File: src/rtl/alignment_stack.sv
// Alignment column stack.
//
// Converts the traceback walk (i,j) into aligned columns and reverses them with a LIFO.
// During FILL every coordinate change is classified as diag / up / left and the matching
// column is pushed. After end_c the stack is drained in forward order over valid/ready.
//
// Ports:
//   clk        rising-edge clock
//   rst        asynchronous reset, active low
//   en_traceB  traceback phase active; dropping it returns to IDLE from any state
//   end_c      traceback counter reached (0,0)
//   i, j       current traceback coordinates
//   char_a     sequence A symbol at position i
//   char_b     sequence B symbol at position j
//   out_valid  out_data holds a column (DRAIN only)
//   out_ready  consumer accepts the column
//   out_data   column {gap_a, chr_a, gap_b, chr_b}
//   out_last   out_data is the final column of the run
//   length     number of columns captured this run
//   done       drain complete, held until en_traceB falls
//   err        sticky illegal-step / overflow flag, cleared on the next run start
module alignment_stack #(
  parameter int unsigned N       = 128,
  parameter int unsigned BitAddr = $clog2(N + 1),
  parameter int unsigned SYM_W   = 2,
  parameter int unsigned DEPTH   = 2 * N,
  parameter int unsigned PAIR_W  = 2 * (SYM_W + 1)
) (
  input  logic                         clk,
  input  logic                         rst,
  input  logic                         en_traceB,
  input  logic                         end_c,
  input  logic [BitAddr:0]             i,
  input  logic [BitAddr:0]             j,
  input  logic [SYM_W-1:0]             char_a,
  input  logic [SYM_W-1:0]             char_b,
  output logic                         out_valid,
  input  logic                         out_ready,
  output logic [PAIR_W-1:0]            out_data,
  output logic                         out_last,
  output logic [$clog2(DEPTH+1)-1:0]   length,
  output logic                         done,
  output logic                         err
);

  localparam int unsigned CW    = BitAddr + 1;
  localparam int unsigned SpW   = $clog2(DEPTH + 1);
  localparam int unsigned AddrW = (DEPTH > 1) ? $clog2(DEPTH) : 1;

  localparam logic [SpW-1:0]   SpFull = SpW'(DEPTH);
  localparam logic [SpW-1:0]   SpOne  = SpW'(1);
  localparam logic [CW:0]      DZero  = '0;
  localparam logic [CW:0]      DOne   = (CW + 1)'(1);
  localparam logic [AddrW-1:0] AOne   = AddrW'(1);

  typedef enum logic [1:0] {StIdle, StFill, StDrain, StDone} state_e;

  state_e               state_q, state_d;
  logic [SpW-1:0]       sp_q, sp_d;
  logic [SpW-1:0]       len_q, len_d;
  logic                 err_q, err_d;
  logic                 prev_vld_q, prev_vld_d;
  logic [BitAddr:0]     prev_i_q, prev_i_d;
  logic [BitAddr:0]     prev_j_q, prev_j_d;
  logic [SYM_W-1:0]     prev_a_q, prev_a_d;
  logic [SYM_W-1:0]     prev_b_q, prev_b_d;

  logic [PAIR_W-1:0]    stack_q [DEPTH];

  // One bit wider than the coordinates so a backwards step underflows to a large value
  // instead of wrapping onto a legal 0/1.
  logic [CW:0]          di, dj;
  logic                 push;
  logic                 wr_en;
  logic [PAIR_W-1:0]    col;
  logic [AddrW-1:0]     rd_idx;

  assign di = {1'b0, prev_i_q} - {1'b0, i};
  assign dj = {1'b0, prev_j_q} - {1'b0, j};

  always_comb begin
    state_d    = state_q;
    sp_d       = sp_q;
    len_d      = len_q;
    err_d      = err_q;
    prev_vld_d = prev_vld_q;
    prev_i_d   = prev_i_q;
    prev_j_d   = prev_j_q;
    prev_a_d   = prev_a_q;
    prev_b_d   = prev_b_q;
    push       = 1'b0;
    wr_en      = 1'b0;
    col        = '0;

    unique case (state_q)
      StIdle: begin
        if (en_traceB) begin
          state_d    = StFill;
          err_d      = 1'b0;
          sp_d       = '0;
          len_d      = '0;
          prev_vld_d = 1'b0;
        end
      end

      StFill: begin
        if (!en_traceB) begin
          state_d    = StIdle;
          sp_d       = '0;
          prev_vld_d = 1'b0;
        end else begin
          prev_vld_d = 1'b1;
          prev_i_d   = i;
          prev_j_d   = j;
          prev_a_d   = char_a;
          prev_b_d   = char_b;

          // The column belongs to the previous coordinate, hence prev_a/prev_b.
          if (prev_vld_q) begin
            if (di == DZero && dj == DZero) begin
              push = 1'b0;
            end else if (di == DOne && dj == DOne) begin
              push = 1'b1;
              col  = {1'b0, prev_a_q, 1'b0, prev_b_q};
            end else if (di == DOne && dj == DZero) begin
              push = 1'b1;
              col  = {1'b0, prev_a_q, 1'b1, {SYM_W{1'b0}}};
            end else if (di == DZero && dj == DOne) begin
              push = 1'b1;
              col  = {1'b1, {SYM_W{1'b0}}, 1'b0, prev_b_q};
            end else begin
              err_d = 1'b1;
            end
          end

          if (push) begin
            if (sp_q == SpFull) begin
              err_d = 1'b1;
            end else begin
              wr_en = 1'b1;
              sp_d  = sp_q + SpOne;
              len_d = len_q + SpOne;
            end
          end

          // A step arriving together with end_c is already counted in sp_d.
          if (end_c) begin
            state_d = (sp_d != '0) ? StDrain : StDone;
          end
        end
      end

      StDrain: begin
        if (!en_traceB) begin
          state_d = StIdle;
          sp_d    = '0;
        end else if (out_ready) begin
          sp_d = sp_q - SpOne;
          if (sp_q == SpOne) begin
            state_d = StDone;
          end
        end
      end

      StDone: begin
        if (!en_traceB) begin
          state_d = StIdle;
        end
      end

      default: state_d = StIdle;
    endcase
  end

  always_ff @(posedge clk or negedge rst) begin
    if (!rst) begin
      state_q    <= StIdle;
      sp_q       <= '0;
      len_q      <= '0;
      err_q      <= 1'b0;
      prev_vld_q <= 1'b0;
      prev_i_q   <= '0;
      prev_j_q   <= '0;
      prev_a_q   <= '0;
      prev_b_q   <= '0;
    end else begin
      state_q    <= state_d;
      sp_q       <= sp_d;
      len_q      <= len_d;
      err_q      <= err_d;
      prev_vld_q <= prev_vld_d;
      prev_i_q   <= prev_i_d;
      prev_j_q   <= prev_j_d;
      prev_a_q   <= prev_a_d;
      prev_b_q   <= prev_b_d;
    end
  end

  // Storage needs no reset; sp_q alone defines which entries are live.
  always_ff @(posedge clk) begin
    if (wr_en) begin
      stack_q[sp_q[AddrW-1:0]] <= col;
    end
  end

  assign rd_idx    = sp_q[AddrW-1:0] - AOne;
  assign out_valid = (state_q == StDrain);
  assign out_data  = out_valid ? stack_q[rd_idx] : '0;
  assign out_last  = out_valid && (sp_q == SpOne);
  assign done      = (state_q == StDone);
  assign err       = err_q;
  assign length    = len_q;

endmodule

File: config.mk
export PLATFORM = sky130hd
export DESIGN_NAME = alignment_stack
export DESIGN_NICKNAME = d
export VERILOG_FILES = /design/src/rtl/alignment_stack.sv
export SDC_FILE = /design/constraint.sdc
export NUM_CORES = 2
export LEC_CHECK = 0
export CAP_MARGIN = 0
export CORE_ASPECT_RATIO = 0.7
export CORE_MARGIN = 8
export CORE_UTILIZATION = 30
export CTS_BUF_LIST = sky130_fd_sc_hd__clkbuf_2 sky130_fd_sc_hd__clkbuf_4 sky130_fd_sc_hd__clkbuf_8
export DETAILED_ROUTE_END_ITERATION = 6
export HOLD_SLACK_MARGIN = 0.05
export PLACE_DENSITY_LB_ADDON = 0.1
export SYNTH_ARGS = -nofsm -noshare
export SYNTH_HDL_FRONTEND = slang
export SYNTH_SLANG_ARGS = --single-unit
File: constraint.sdc
create_clock -name clk -period 6.16 [get_ports clk]
set_input_delay 0.924 -clock clk [delete_from_list [all_inputs] [get_ports clk]]
set_output_delay 0.924 -clock clk [all_outputs]
set_load 0.01 [all_outputs]
==> impl_metrics.toml <==
[route]
drtAntennaViolNets = 0
drt_wl_total_um = 184000
drc = 0
num_vias = 31500
first_pass_iters = 5
vias_per_cell = 4.99
drt_iter0_markers = 3220
avgRoutedWirePerCell_um = 29.2

[placed_design]
routabilityCongestion = 0.779
place_area_mm2 = 0.0687
place_ws_ps = 295
dp.final_hpwl_um = 111000
port_buffers = 45

[synth]
synth_area_mm2 = 0.0630
ys_warn_count = 0
syn-num-nets = 3022
async_reset_ff_share_pct = 2.78
synthFlopType = "edfxtp_1"
ys_seq_elements = 1580
synth_area_per_cell_um2 = 21.3
yosysUniqueCellTypes = 64
yosysSeqAreaShare_pct = 75.0
synth_edf_count = 1536
syn_inst = 2964

[sta]
rsz0062_at_grt = "false"
slew_violations = 0
hold_viol_final = 0
fin_skew_ps = 49.2
period_share_pct = 96.4
tightest_slew_ps = 1100
clock.fmax_mhz = 168
setup_tns_ps = 0
fin_crit_ps = 5940
setup_viol = 0
layout_setup_ws_ps = 223
slew_headroom_pct = 26.3

[die]
die_h_um = 399
io_pins = 46
std_cell_rows = 140
initial_core_util_pct = 30.2
chipWidth_um = 564
fp.coreArea_mm2 = 0.208
die-area_mm2 = 0.225

[grt]
grt.total_usage_pct = 15.8
grt_pass1_vias = 32800
grt_first_pass_wirelength_um = 256000
grt_max_degree = 102
grt-ovfl-total = 0
antenna_found_initial = 14

[setup_path]
cpMaxStageDelayCell = "mux4_2"
cp_top_family = "buffers and inverters"
slowest_delay_ps = 570
worstPathRequired_ps = 5240
critPathLaunchType = "flop"
cp-end-kind = "primary output"
reg2reg_depth = 11
cp-endpoint = "out_data[5]"
crit_start = "sp_q[0]"
worstPathCellList = "buf_12 -> buf_16 -> nor3_1 -> xnor2_2 -> buf_12 -> buf_6 -> mux4_2 -> mux4_2 -> mux2i_4 -> o22ai_1 -> clkdlybuf4s50_1"
reg2reg_slack_ps = 1380
cp.arrival_ps = 5010
critPathKind = "reg2out"
reg2reg_to = "stack_q[100][2]"
path_depth = 11
path_buf_inv = 5
r2r-start = "prev_j_q[3]"
worstPathMaxFanout = 36

[clock_tree]
clk_latency_ps = 940
root_buffer = "clkbuf_8"
cts_buffers = 249
path_clk_slew_ps = 60
htreeDepth = 4
cts_sinks = 1580
clk_path_buf_depth = 4
cts_tree = "done"

[layout]
final_area_mm2 = 0.0742
layout-drive-gt1-share_pct = 34.3
layout_common_cells = "edfxtp_1 (1536), mux4_2 (504), nor2_1 (288)"
fin_nets = 3420
fin_util_pct = 35.6
area_growth_pct = 17.8
nFillCells = 19200
final_common_cell = "edfxtp_1"

[min_path]
hp-class = "reg2reg"

[power_and_ir_drop]
ir_drop_mv = 0.268
p_leak_uw = 0.0251
powerDensity_mw_per_mm2 = 360

[flow_run]
maxCapViolations = 0

[outcome]
status = "finished, final reports clean"
## report_power, final
| group | internal (uW) | total [uW] | switching [uW] |
|---|---|---|---|
| Sequential | 11700 | 11800 | 101 |
| Combinational | 2380 | 5810 | 3430 |
| Clock | 4890 | 9090 | 4200 |
## Yosys cell counts, drive strengths merged (3+ instances only)
master	instances	area share, %
and3	7	0.070
nand2b	7	0.070
nor2	290	1.7
o22ai	9	0.089
a21o	4	0.048
nor3	13	0.11
mux2	3	0.054
nor2b	9	0.089
o211ai	3	0.036
mux4	504	18
nor4	7	0.10
xnor2	7	0.097
a211oi	5	0.060
o21ai	45	0.36
nand4	10	0.099
nand3	13	0.10
a21oi	27	0.21
nand2	97	0.58
a31oi	5	0.050
dfrtp	44	1.7
buf	46	0.30
o31ai	3	0.036
and2	11	0.11
inv	34	0.20
mux2i	18	0.29
clkbuf	121	0.72
ha	29	0.58
a22o	3	0.042
or3	8	0.079
or4	4	0.048
edfxtp	1536	73
xor2	10	0.14
## worst min-delay path by stage
stage                        endpoint  slack, ps        start  depth (start not counted)
after global routing      prev_b_q[0]        490    char_b[0]                          3
after floorplan           prev_a_q[0]        440  prev_a_q[0]                          2
after CTS                 prev_b_q[0]        430    char_b[0]                          3
after detailed placement  prev_a_q[1]        480  prev_a_q[1]                          2
after global placement    prev_i_q[2]        470  prev_i_q[2]                          2
final                     prev_a_q[0]        490  prev_a_q[0]                          2
## metrics by stage
| stage | total power, uW | instances | hold WS [ps] |
|---|---|---|---|
| after floorplan | 15200 | 2964 | 437 |
| after global placement | 17500 | 5860 | 474 |
| after detailed placement | 17500 | 5860 | 481 |
| after CTS | 26900 | 6308 | 430 |
| after global routing | 27800 | 6319 | 486 |
| final | 26700 | 6321 | 492 |
## worst register-to-register path, cell delays in order (launching register included)
cell and delay [ps]:
dfrtp_1 380, ha_1 360, o21ai_1 80, a21oi_1 440, nor2_1 120, o21ai_0 400, nand4_1 270, or4_1 750
nor4_4 520, nand2_1 310, buf_4 330, nor2_1 450
## layout make-up
type / instances / area, um2 / area share, %
multi-input cells: 1183 / 15200 / 20.5
diodes: 3 / 7.51 / 0.0101
clock inverters: 118 / 982 / 1.32
inverters: 34 / 128 / 0.172
repair buffers: 314 / 3230 / 4.35
well taps: 2769 / 3460 / 4.67
flip-flops and latches: 1580 / 47200 / 63.6
clock buffers: 320 / 3960 / 5.33
## metal layers
layer  share of wire [%]  GRT usage [%]  vias to the layer above  wire length [um]
met5                   0              0                        -                 0
met3                 6.5           3.67                      251             12000
li1                    -              -                    13200                 -
met4                 2.3           3.95                        0              4270
met2                  44           23.6                     1019             81500
met1                  47           23.4                    17100             86400
## flip-flops by register name, summed over array words and instances (netlist names)
register and cells:
prev_vld_q 1, prev_a_q 2, length 9, prev_j_q 9
prev_i_q 9, sp_q 9, err 1, stack_q 1536
prev_b_q 2, state_q 2
## kinds of logic after synthesis
kind of cell    after synthesis  share of synthesized area, %
xor+xnor                     17                         0.236
simple gates                481                          3.26
compound gates              129                          1.31
flops                      1580                          75.0
buf+inv                     201                          1.23
mux                         525                          18.4
fa+ha+maj                    31                         0.640
## timing repair
| item | 4_1_cts | 5_1_grt |
|---|---|---|
| buffers inserted | 6 | 3 |
| gates cloned | 3 | 7 |
| pin swaps | 1 | 1 |
| hold buffers | 1 | 0 |
| setup endpoints to repair | 6 | 6 |
| hold endpoints to repair | 44 | 0 |
| resized for setup | 27 | 9 |
(Power assumes the default switching activity.)
